### config.mk
export PLATFORM = sky130hd
export DESIGN_NAME = pwm_generator
export DESIGN_NICKNAME = d
export VERILOG_FILES = /design/src/rtl/fuzzy_pkg.sv /design/src/rtl/pwm_prescaler.sv /design/src/rtl/pwm_generator.sv
export SDC_FILE = /design/constraint.sdc
export NUM_CORES = 1
export LEC_CHECK = 0
export ABC_AREA = 1
export CORE_ASPECT_RATIO = 1.25
export CORE_MARGIN = 3
export CORE_UTILIZATION = 25
export DETAILED_ROUTE_END_ITERATION = 16
export PLACE_DENSITY = 0.53
export SLEW_MARGIN = 15
export SYNTH_ARGS = -nofsm -noshare
export SYNTH_HDL_FRONTEND = slang
export SYNTH_HIERARCHICAL = 1
export SYNTH_SLANG_ARGS = --single-unit
export TNS_END_PERCENT = 50
### constraint.sdc
create_clock -name clk -period 2.4 [get_ports clk]
set_input_delay 0.48 -clock clk [delete_from_list [all_inputs] [get_ports clk]]
set_output_delay 0.48 -clock clk [all_outputs]
set_load 0.05 [all_outputs]
### src/rtl/fuzzy_pkg.sv
// Shared types and constants for the PWM output stage.
package fuzzy_pkg;

  typedef enum logic [1:0] {
    IDLE = 2'd0,
    RUN  = 2'd1,
    STOP = 2'd2
  } pwm_state_t;

  localparam int          DUTY_W    = 8;
  localparam int          PWM_STEPS = 256;
  localparam logic [7:0]  CNT_MAX   = 8'd255;

endpackage

### src/rtl/pwm_prescaler.sv
// Divides clk down to one PWM tick every PRESCALE cycles while running.
module pwm_prescaler #(
  parameter int PRESCALE = 1
) (
  input  logic clk,
  input  logic rst_n,
  input  logic run,
  output logic tick
);

  // A one-bit counter still works for PRESCALE=1: it stays at 0 and ticks every cycle.
  localparam int            PW   = (PRESCALE > 1) ? $clog2(PRESCALE) : 1;
  localparam logic [PW-1:0] LAST = PW'(PRESCALE - 1);

  logic [PW-1:0] presc_q, presc_d;

  assign tick = run && (presc_q == LAST);

  // Next count: cleared while stopped, wraps after the last step.
  always_comb begin
    presc_d = presc_q;
    if (!run)      presc_d = '0;
    else if (tick) presc_d = '0;
    else           presc_d = presc_q + 1'b1;
  end

  // Prescale counter register.
  always_ff @(posedge clk or negedge rst_n) begin
    if (!rst_n) presc_q <= '0;
    else        presc_q <= presc_d;
  end

endmodule

### src/rtl/pwm_generator.sv
// 256-step PWM with double-buffered duty, applied only at period boundaries,
// and an enable FSM that always finishes the running period before idling.
module pwm_generator
  import fuzzy_pkg::*;
#(
  parameter int PRESCALE = 1,
  parameter int DUTY_W   = 8
) (
  input  logic              clk,
  input  logic              rst_n,
  input  logic [DUTY_W-1:0] duty,
  input  logic              duty_valid,
  input  logic              enable,
  output logic              pwm_out,
  output logic              period_start,
  output logic              duty_ack,
  output logic              busy
);

  pwm_state_t        state_q, state_d;
  logic [DUTY_W-1:0] cnt_q, cnt_d;
  logic [DUTY_W-1:0] shadow_q, pending_q;
  logic              pend_flag_q;
  logic              pwm_q, pwm_d;
  logic              pstart_q, pstart_d;
  logic              ack_q;
  logic              do_load;
  logic              tick, boundary;
  logic              load_avail;
  logic [DUTY_W-1:0] load_val;

  pwm_prescaler #(.PRESCALE(PRESCALE)) u_presc (
    .clk   (clk),
    .rst_n (rst_n),
    .run   (state_q != IDLE),
    .tick  (tick)
  );

  assign boundary   = tick && (cnt_q == CNT_MAX);
  // A duty word arriving in the load cycle itself bypasses the pending register.
  assign load_avail = duty_valid || pend_flag_q;
  assign load_val   = duty_valid ? duty : pending_q;

  // Next-state, counter and boundary actions.
  always_comb begin
    state_d  = state_q;
    cnt_d    = cnt_q;
    do_load  = 1'b0;
    pstart_d = 1'b0;
    unique case (state_q)
      IDLE: begin
        if (enable) begin
          state_d  = RUN;
          cnt_d    = '0;
          do_load  = load_avail;
          pstart_d = 1'b1;
        end
      end
      RUN: begin
        if (tick) cnt_d = cnt_q + 1'b1;
        if (boundary) begin
          do_load  = load_avail;
          pstart_d = 1'b1;
        end
        // Dropping enable only arms the stop; the period in flight runs out.
        if (!enable) state_d = STOP;
      end
      STOP: begin
        if (tick) cnt_d = cnt_q + 1'b1;
        if (enable) begin
          state_d = RUN;
          if (boundary) begin
            do_load  = load_avail;
            pstart_d = 1'b1;
          end
        end else if (boundary) begin
          state_d = IDLE;
          cnt_d   = '0;
        end
      end
      default: state_d = IDLE;
    endcase
  end

  // Compare is against the active (shadow) duty only, so a pulse never glitches.
  assign pwm_d = (state_q != IDLE) && (cnt_q < shadow_q);

  // State, counter and output registers.
  always_ff @(posedge clk or negedge rst_n) begin
    if (!rst_n) begin
      state_q  <= IDLE;
      cnt_q    <= '0;
      pwm_q    <= 1'b0;
      pstart_q <= 1'b0;
      ack_q    <= 1'b0;
    end else begin
      state_q  <= state_d;
      cnt_q    <= cnt_d;
      pwm_q    <= pwm_d;
      pstart_q <= pstart_d;
      ack_q    <= do_load;
    end
  end

  // Duty double buffer: pending captures every request, shadow takes it at a load.
  always_ff @(posedge clk or negedge rst_n) begin
    if (!rst_n) begin
      pending_q   <= '0;
      pend_flag_q <= 1'b0;
      shadow_q    <= '0;
    end else begin
      if (duty_valid) begin
        pending_q   <= duty;
        pend_flag_q <= 1'b1;
      end
      if (do_load) begin
        shadow_q    <= load_val;
        pend_flag_q <= 1'b0;
      end
    end
  end

  assign pwm_out      = pwm_q;
  assign period_start = pstart_q;
  assign duty_ack     = ack_q;
  assign busy         = (state_q != IDLE);

endmodule

* Yosys cells after proc, flatten, opt, wreduce, memory -nomap -nowiden
Index checks and enable logic that the tools add are counted.
** Operators by class
- Add/sub/neg operators :: 2
- Order comparisons :: 1
- Equality and inequality tests :: 6
- Mux-type cells :: 23
- Bitwise gates (word level) :: 1
- Reduce and logical (&&, ||, !) cells :: 10
** Operators by type and width (count)
- 8-bit two-way mux :: 5
- 8-bit case mux with 3 select lines :: 1
- 1-bit two-way mux :: 10
- 8-bit by 1-bit adder with 8-bit output, second input constant :: 1
- 8-bit equality test, second input constant :: 1
- 8-bit less-than comparator :: 1
- 2-bit two-way mux :: 4
- 1-bit case mux with 3 select lines :: 2
- 2-bit case mux with 3 select lines :: 1
- 2-bit inequality test, second input constant :: 2
- 2-bit nonzero test :: 2
- 1-bit logical AND :: 3
- 3-bit inequality test, second input constant :: 1
- 3-bit AND reduction :: 1
- 3-bit nonzero test :: 1
- 2-bit by 1-bit equality test with 1-bit output, second input constant :: 1
- 2-bit equality test, second input constant :: 1
- 2-bit logical NOT :: 1
- 2-bit AND reduction :: 1
- 1-bit adder, second input constant :: 1
- 1-bit logical OR :: 1
- 1-bit NOT :: 1
** Word-level totals
- Register bits :: 31
- Output and inout bits :: 4
- Logic and storage cells :: 52

* Depth between registers and ports, before layout
- Depth in word-level cells :: 7
- Gate-level depth with buffers :: 14

* By module
Netlist, hierarchy kept.
** By module, submodules not included
- pwm_generator :: times used 1, cells each 185, area an instance 1634.1 sq um
- pwm_prescaler :: times used 1, cells each 4, area an instance 38.8 sq um

* Worst setup path before layout
Ideal clock, no wire load.
- Path kind :: reg2reg
- Start point :: register state_q[0]
- End point :: register shadow_q[0]
- Library setup time :: 117 ps
- Data arrival time :: 1949 ps
- Required time :: 2283 ps
- Setup slack :: 335 ps
- Stages on the path, launching flop included :: 15
- Period minus slack after synthesis :: 2065 ps
- Cell sequence :: dfrtp_1 -> inv_1 -> ha_1 -> inv_1 -> inv_1 -> nor2_2 -> nand2_1 -> inv_1 -> nand4_1 -> nand2_1 -> nand2_1 -> nand2_4 -> nand2_4 -> nand2_1 -> nand2_1
** On the way
- Longest elaborated chain between the ends :: 6
- Elaborated cells on any way between the ends :: 9
- Those cells by class :: eq/ne: 2; mux: 3; reduce/logical: 4
** RTL lines
- from (decl) :: RTL line pwm_generator.sv:20 : pwm_state_t state_q, state_d;
- from (signal assigned) :: RTL line pwm_generator.sv:97 : state_q <= state_d;
- 2-bit nonzero test *
- via busy :: RTL line pwm_generator.sv:17 : output logic busy
- 1-bit logical AND * :: RTL line pwm_prescaler.sv:17 : assign tick = run && (presc_q == LAST);
- via tick :: RTL line pwm_generator.sv:28 : logic tick, boundary;
- 1-bit logical AND * :: RTL line pwm_generator.sv:39 : assign boundary = tick && (cnt_q == CNT_MAX);
- 1-bit two-way mux * :: RTL line pwm_generator.sv:61, pwm_generator.sv:72
- 1-bit two-way mux :: RTL line pwm_generator.sv:70 : if (enable) begin
- 1-bit case mux with 3 select lines * :: RTL line pwm_generator.sv:50 : unique case (state_q)
- to (signal assigned) :: RTL line pwm_generator.sv:117 : shadow_q <= load_val;
- to (decl) :: RTL line pwm_generator.sv:22 : logic [DUTY_W-1:0] shadow_q, pending_q;
Mark *: on every way through the listed nets, which the timed path passes. The rest lies on a longest branch.
A chain may end at the register's enable or synchronous reset.

* Final worst setup path
- Start point :: register state_q[0]
- End point :: register cnt_q[5]
** On the way
- Longest elaborated chain between the ends :: 6
- Elaborated cells on any way between the ends :: 13
- Those cells by class :: eq/ne: 3; mux: 4; reduce/logical: 6
** RTL lines
- 2-bit nonzero test * :: RTL line pwm_generator.sv:35 : .run (state_q != IDLE),
- 1-bit logical AND * :: RTL line pwm_prescaler.sv:17
- via tick :: RTL line pwm_generator.sv:28
- 8-bit two-way mux or 1-bit logical AND (tied branches) :: RTL line pwm_generator.sv:69, pwm_generator.sv:39
- 8-bit two-way mux :: RTL line pwm_generator.sv:76 : end else if (boundary) begin
- 8-bit two-way mux :: RTL line pwm_generator.sv:70
- 8-bit case mux with 3 select lines * :: RTL line pwm_generator.sv:50
- to (signal assigned) :: RTL line pwm_generator.sv:98 : cnt_q <= cnt_d;
- to (decl) :: RTL line pwm_generator.sv:21 : logic [DUTY_W-1:0] cnt_q, cnt_d;
Marks and branches as above.

==> results.toml <==
[floorplan]
die_w_um = 79.17
rows = 32
ios = 16
core_um2 = 6326
fp.dieH_um = 97.46
dieArea_um2 = 7715
start_util_pct = 26.44

[route]
routed_wl_um = 3180
drt_first_pass_iters = 4
drc = 0
drt_iter0_markers = 67
vias_per_cell = 4.164
via_count = 1241
wl_per_cell_um = 10.67
ant_nets = 0

[pwr]
p_clk_share_pct = 20.2
p_leak_nw = 0.9863
switching_share_pct = 42.56
pwr-share-comb_pct = 43.8
p_per_area_nw_per_um2 = 997.4
ir_worst_vdd_v = 0.0003128
power_frac_seq_pct = 36.0
p_int_mw = 1.161
p_switching_mw = 0.8598

[global_routing]
grt_max_degree = 32
grt_pass1_wl_um = 5775
grt_usage_pct = 9.396
grt_pass1_vias = 1289
overflow = 0
antenna_found_initial = 0

[setup_path]
critPathMaxFanout = 6
critPathLaunch = "state_q[0]"
critPathLaunchType = "flop"
worst_ep_arrival_time_ps = 2160
reg2reg_from = "state_q[0]"
path_class = "reg2reg"
cp.required_ps = 2560
regToRegSetupSlack_ps = 400
crit_path_end_kind = "flop"

[clock_network]
cts.sinks = 31
cts_hold_buf = 0
cts_resized = 0
cts_tree = "yes"
post-cts-setup-buffer-count = 0
cts_inserted_buffers = 5
worstSkewPairLatency_ps = 280
path_clk_slew_ps = 70
cts_root_buf = "clkbuf_8"
cts_buffer_depth = 2
htree_levels = 2

[sta]
hold_viol = 0
worst_slew_pin_slew_ps = 497.9
rsz0062_at_grt = "no"
min_period_ps = 2001
slew_headroom_pct = 66.70
setup_violations = 0
clock_skew_ps = 3.973
slew_violations = 0
fmax_mhz = 499.8
fin_ws_ps = 399.2
finalCritPeriodShare_pct = 83.37
tns_ps = 0

[synthesis]
synth_flop_cell = "dfrtp_1"
synth_area_leaders = "dfrtp_1 46%, nand2_1 10%, ha_1 9.0%, inv_1 5.8%, mux2_2 5.4%"
ys_seq_area_share_pct = 46.37
synth_top_cell_area_share_pct = 46.37
ys_warn_count = 6
synthesis.nets = 213
yosysTopAreaCell = "dfrtp_1"
yosysMostFrequentCell = "nand2_1"
syn_inst = 189
synth_common_cells = "45 x nand2_1, 31 x dfrtp_1, 26 x inv_1, 15 x nand3_1, 14 x nor2_1"
avgSynthCellArea_um2 = 8.851
yosys.cell_types.count = 23
synth_area_um2 = 1673
synthArstFlopShare_pct = 100.0
synth_edf_count = 0
ys_ff_latch = 31

[worst_hold_path]
hold_class = "reg2reg"
hold_start = "shadow_q[4]"

[run]
drv_cap = 0

[place]
dpl.hpwl_um = 2495
io_buffers = 15
pre_cts_slack_ps = 403.3
routabilityCongestion = 0.8255

[cells_and_area]
layout.nets = 236
synthToLayoutAreaGrowth_pct = 21.09
layout-drive-gt1-share_pct = 14.55
diodes = 0

[run_status]
outcome = "finished clean"
final timing paths:
kind	to	depth (start not counted)
max reg2reg	cnt_q[5]	12
min reg2reg	shadow_q[4]	2
min in group asynchronous	cnt_q[3]	2
max in group asynchronous	shadow_q[4]	2
min	shadow_q[4]	2
max	cnt_q[5]	12
metal layers:
layer / routed length, um / track usage [%] / vias to the layer above
li1: - / - / 645
met1: 1470 / 11.28 / 575
met2: 1566 / 15.56 / 16
met3: 102 / 2.876 / 5
met4: 42 / 3.571 / 0
met5: 0 / 0 / -
cell type report:
| class | instances | area (um2) |
|---|---|---|
| Sequential cell | 31 | 775.7 |
| Clock inverter | 3 | 20.02 |
| Fill cell | 693 | 4300 |
| Clock buffer | 5 | 68.82 |
| Tap cell | 85 | 106.4 |
| Timing Repair Buffer | 17 | 162.7 |
| Inverter | 28 | 105.1 |
| Multi-Input combinational cell | 129 | 787.0 |
power groups by stage:
| stage | sequential (mW) | clock, mW | combinational (mW) |
|---|---|---|---|
| 6_report | 0.727 | 0.408 | 0.886 |
| 5_1_grt | 0.742 | 0.452 | 1.01 |
| 4_1_cts | 0.729 | 0.429 | 0.903 |
| 3_5_place_dp | 0.739 | 0 | 0.898 |
| 3_3_place_gp | 0.736 | 0 | 0.884 |
| 2_1_floorplan | 0.803 | 0 | 0.580 |
cell usage in the layout (no fill, tap or decap):
| master | Yosys | layout |
|---|---|---|
| nand2_1 | 45 | 45 |
| dfrtp_1 | 31 | 31 |
| inv_1 | 26 | 26 |
| nand3_1 | 15 | 15 |
| nor2_1 | 14 | 14 |
| clkdlybuf4s50_1 | 0 | 14 |
| ha_1 | 12 | 12 |
| mux2_2 | 8 | 8 |
| a21oi_1 | 7 | 7 |
| xor2_1 | 6 | 6 |
| clkbuf_8 | 0 | 5 |
| nand4_1 | 4 | 4 |
| o21ai_0 | 4 | 4 |
| nor2_2 | 3 | 3 |
| buf_4 | 0 | 3 |
| inv_2 | 2 | 2 |
| nand2_4 | 2 | 2 |
| o21a_1 | 2 | 2 |
| clkinvlp_4 | 0 | 2 |
| nand2_2 | 1 | 1 |
| nor3_4 | 1 | 1 |
| nand4_2 | 1 | 1 |
| o21ai_2 | 1 | 1 |
| a21oi_2 | 1 | 1 |
| nor3_1 | 1 | 1 |
| clkinv_2 | 0 | 1 |
| conb_1 | 1 | 1 |
cells by family (layout without fill, tap and decap cells):
family,Yosys count,count (layout),synth area share [%]
AOI/OAI and AO/OA,15,15,5.235
xor gates and xnor gates,6,6,3.141
adders and majority gates,12,12,8.975
buffers and inverters,29,53,6.582
DFF,31,31,46.37
muxes,8,8,5.385
other,1,1,0.2242
and+or+nand+nor,87,87,24.08
flip-flops by register name, summed over array words and instances (netlist names):
| name | flops |
|---|---|
| cnt_q | 8 |
| pending_q | 8 |
| shadow_q | 8 |
| state_q | 2 |
| duty_ack | 1 |
| pend_flag_q | 1 |
| period_start | 1 |
| pwm_out | 1 |
| u_presc/presc_q | 1 |
stage by stage:
| step | instance area (um2) | hold WS [ps] | power (mW) | utilization (%) | instances |
|---|---|---|---|---|---|
| after detailed placement | 1937 | 459.0 | 1.636 | 30.62 | 290 |
| after CTS | 2026 | 477.7 | 2.060 | 32.02 | 298 |
| after global routing | 2026 | 494.2 | 2.200 | 32.02 | 298 |
| final | 2026 | 470.6 | 2.020 | 32.02 | 298 |
| after floorplan | 1673 | 184.4 | 1.383 | - | 189 |
| after global placement | 1937 | 454.4 | 1.621 | 30.62 | 290 |
critical path: stages, from the launching register on:
cell and delay (ps):
dfrtp_1 400, inv_1 80, ha_1 220, inv_1 150, inv_1 70, nor2_2 150
nand2_1 70, inv_1 100, nand4_1 100, nand2_1 90, nand2_1 90, a21oi_2 290
nor2_1 80
Power figures use the tool's default switching activity.
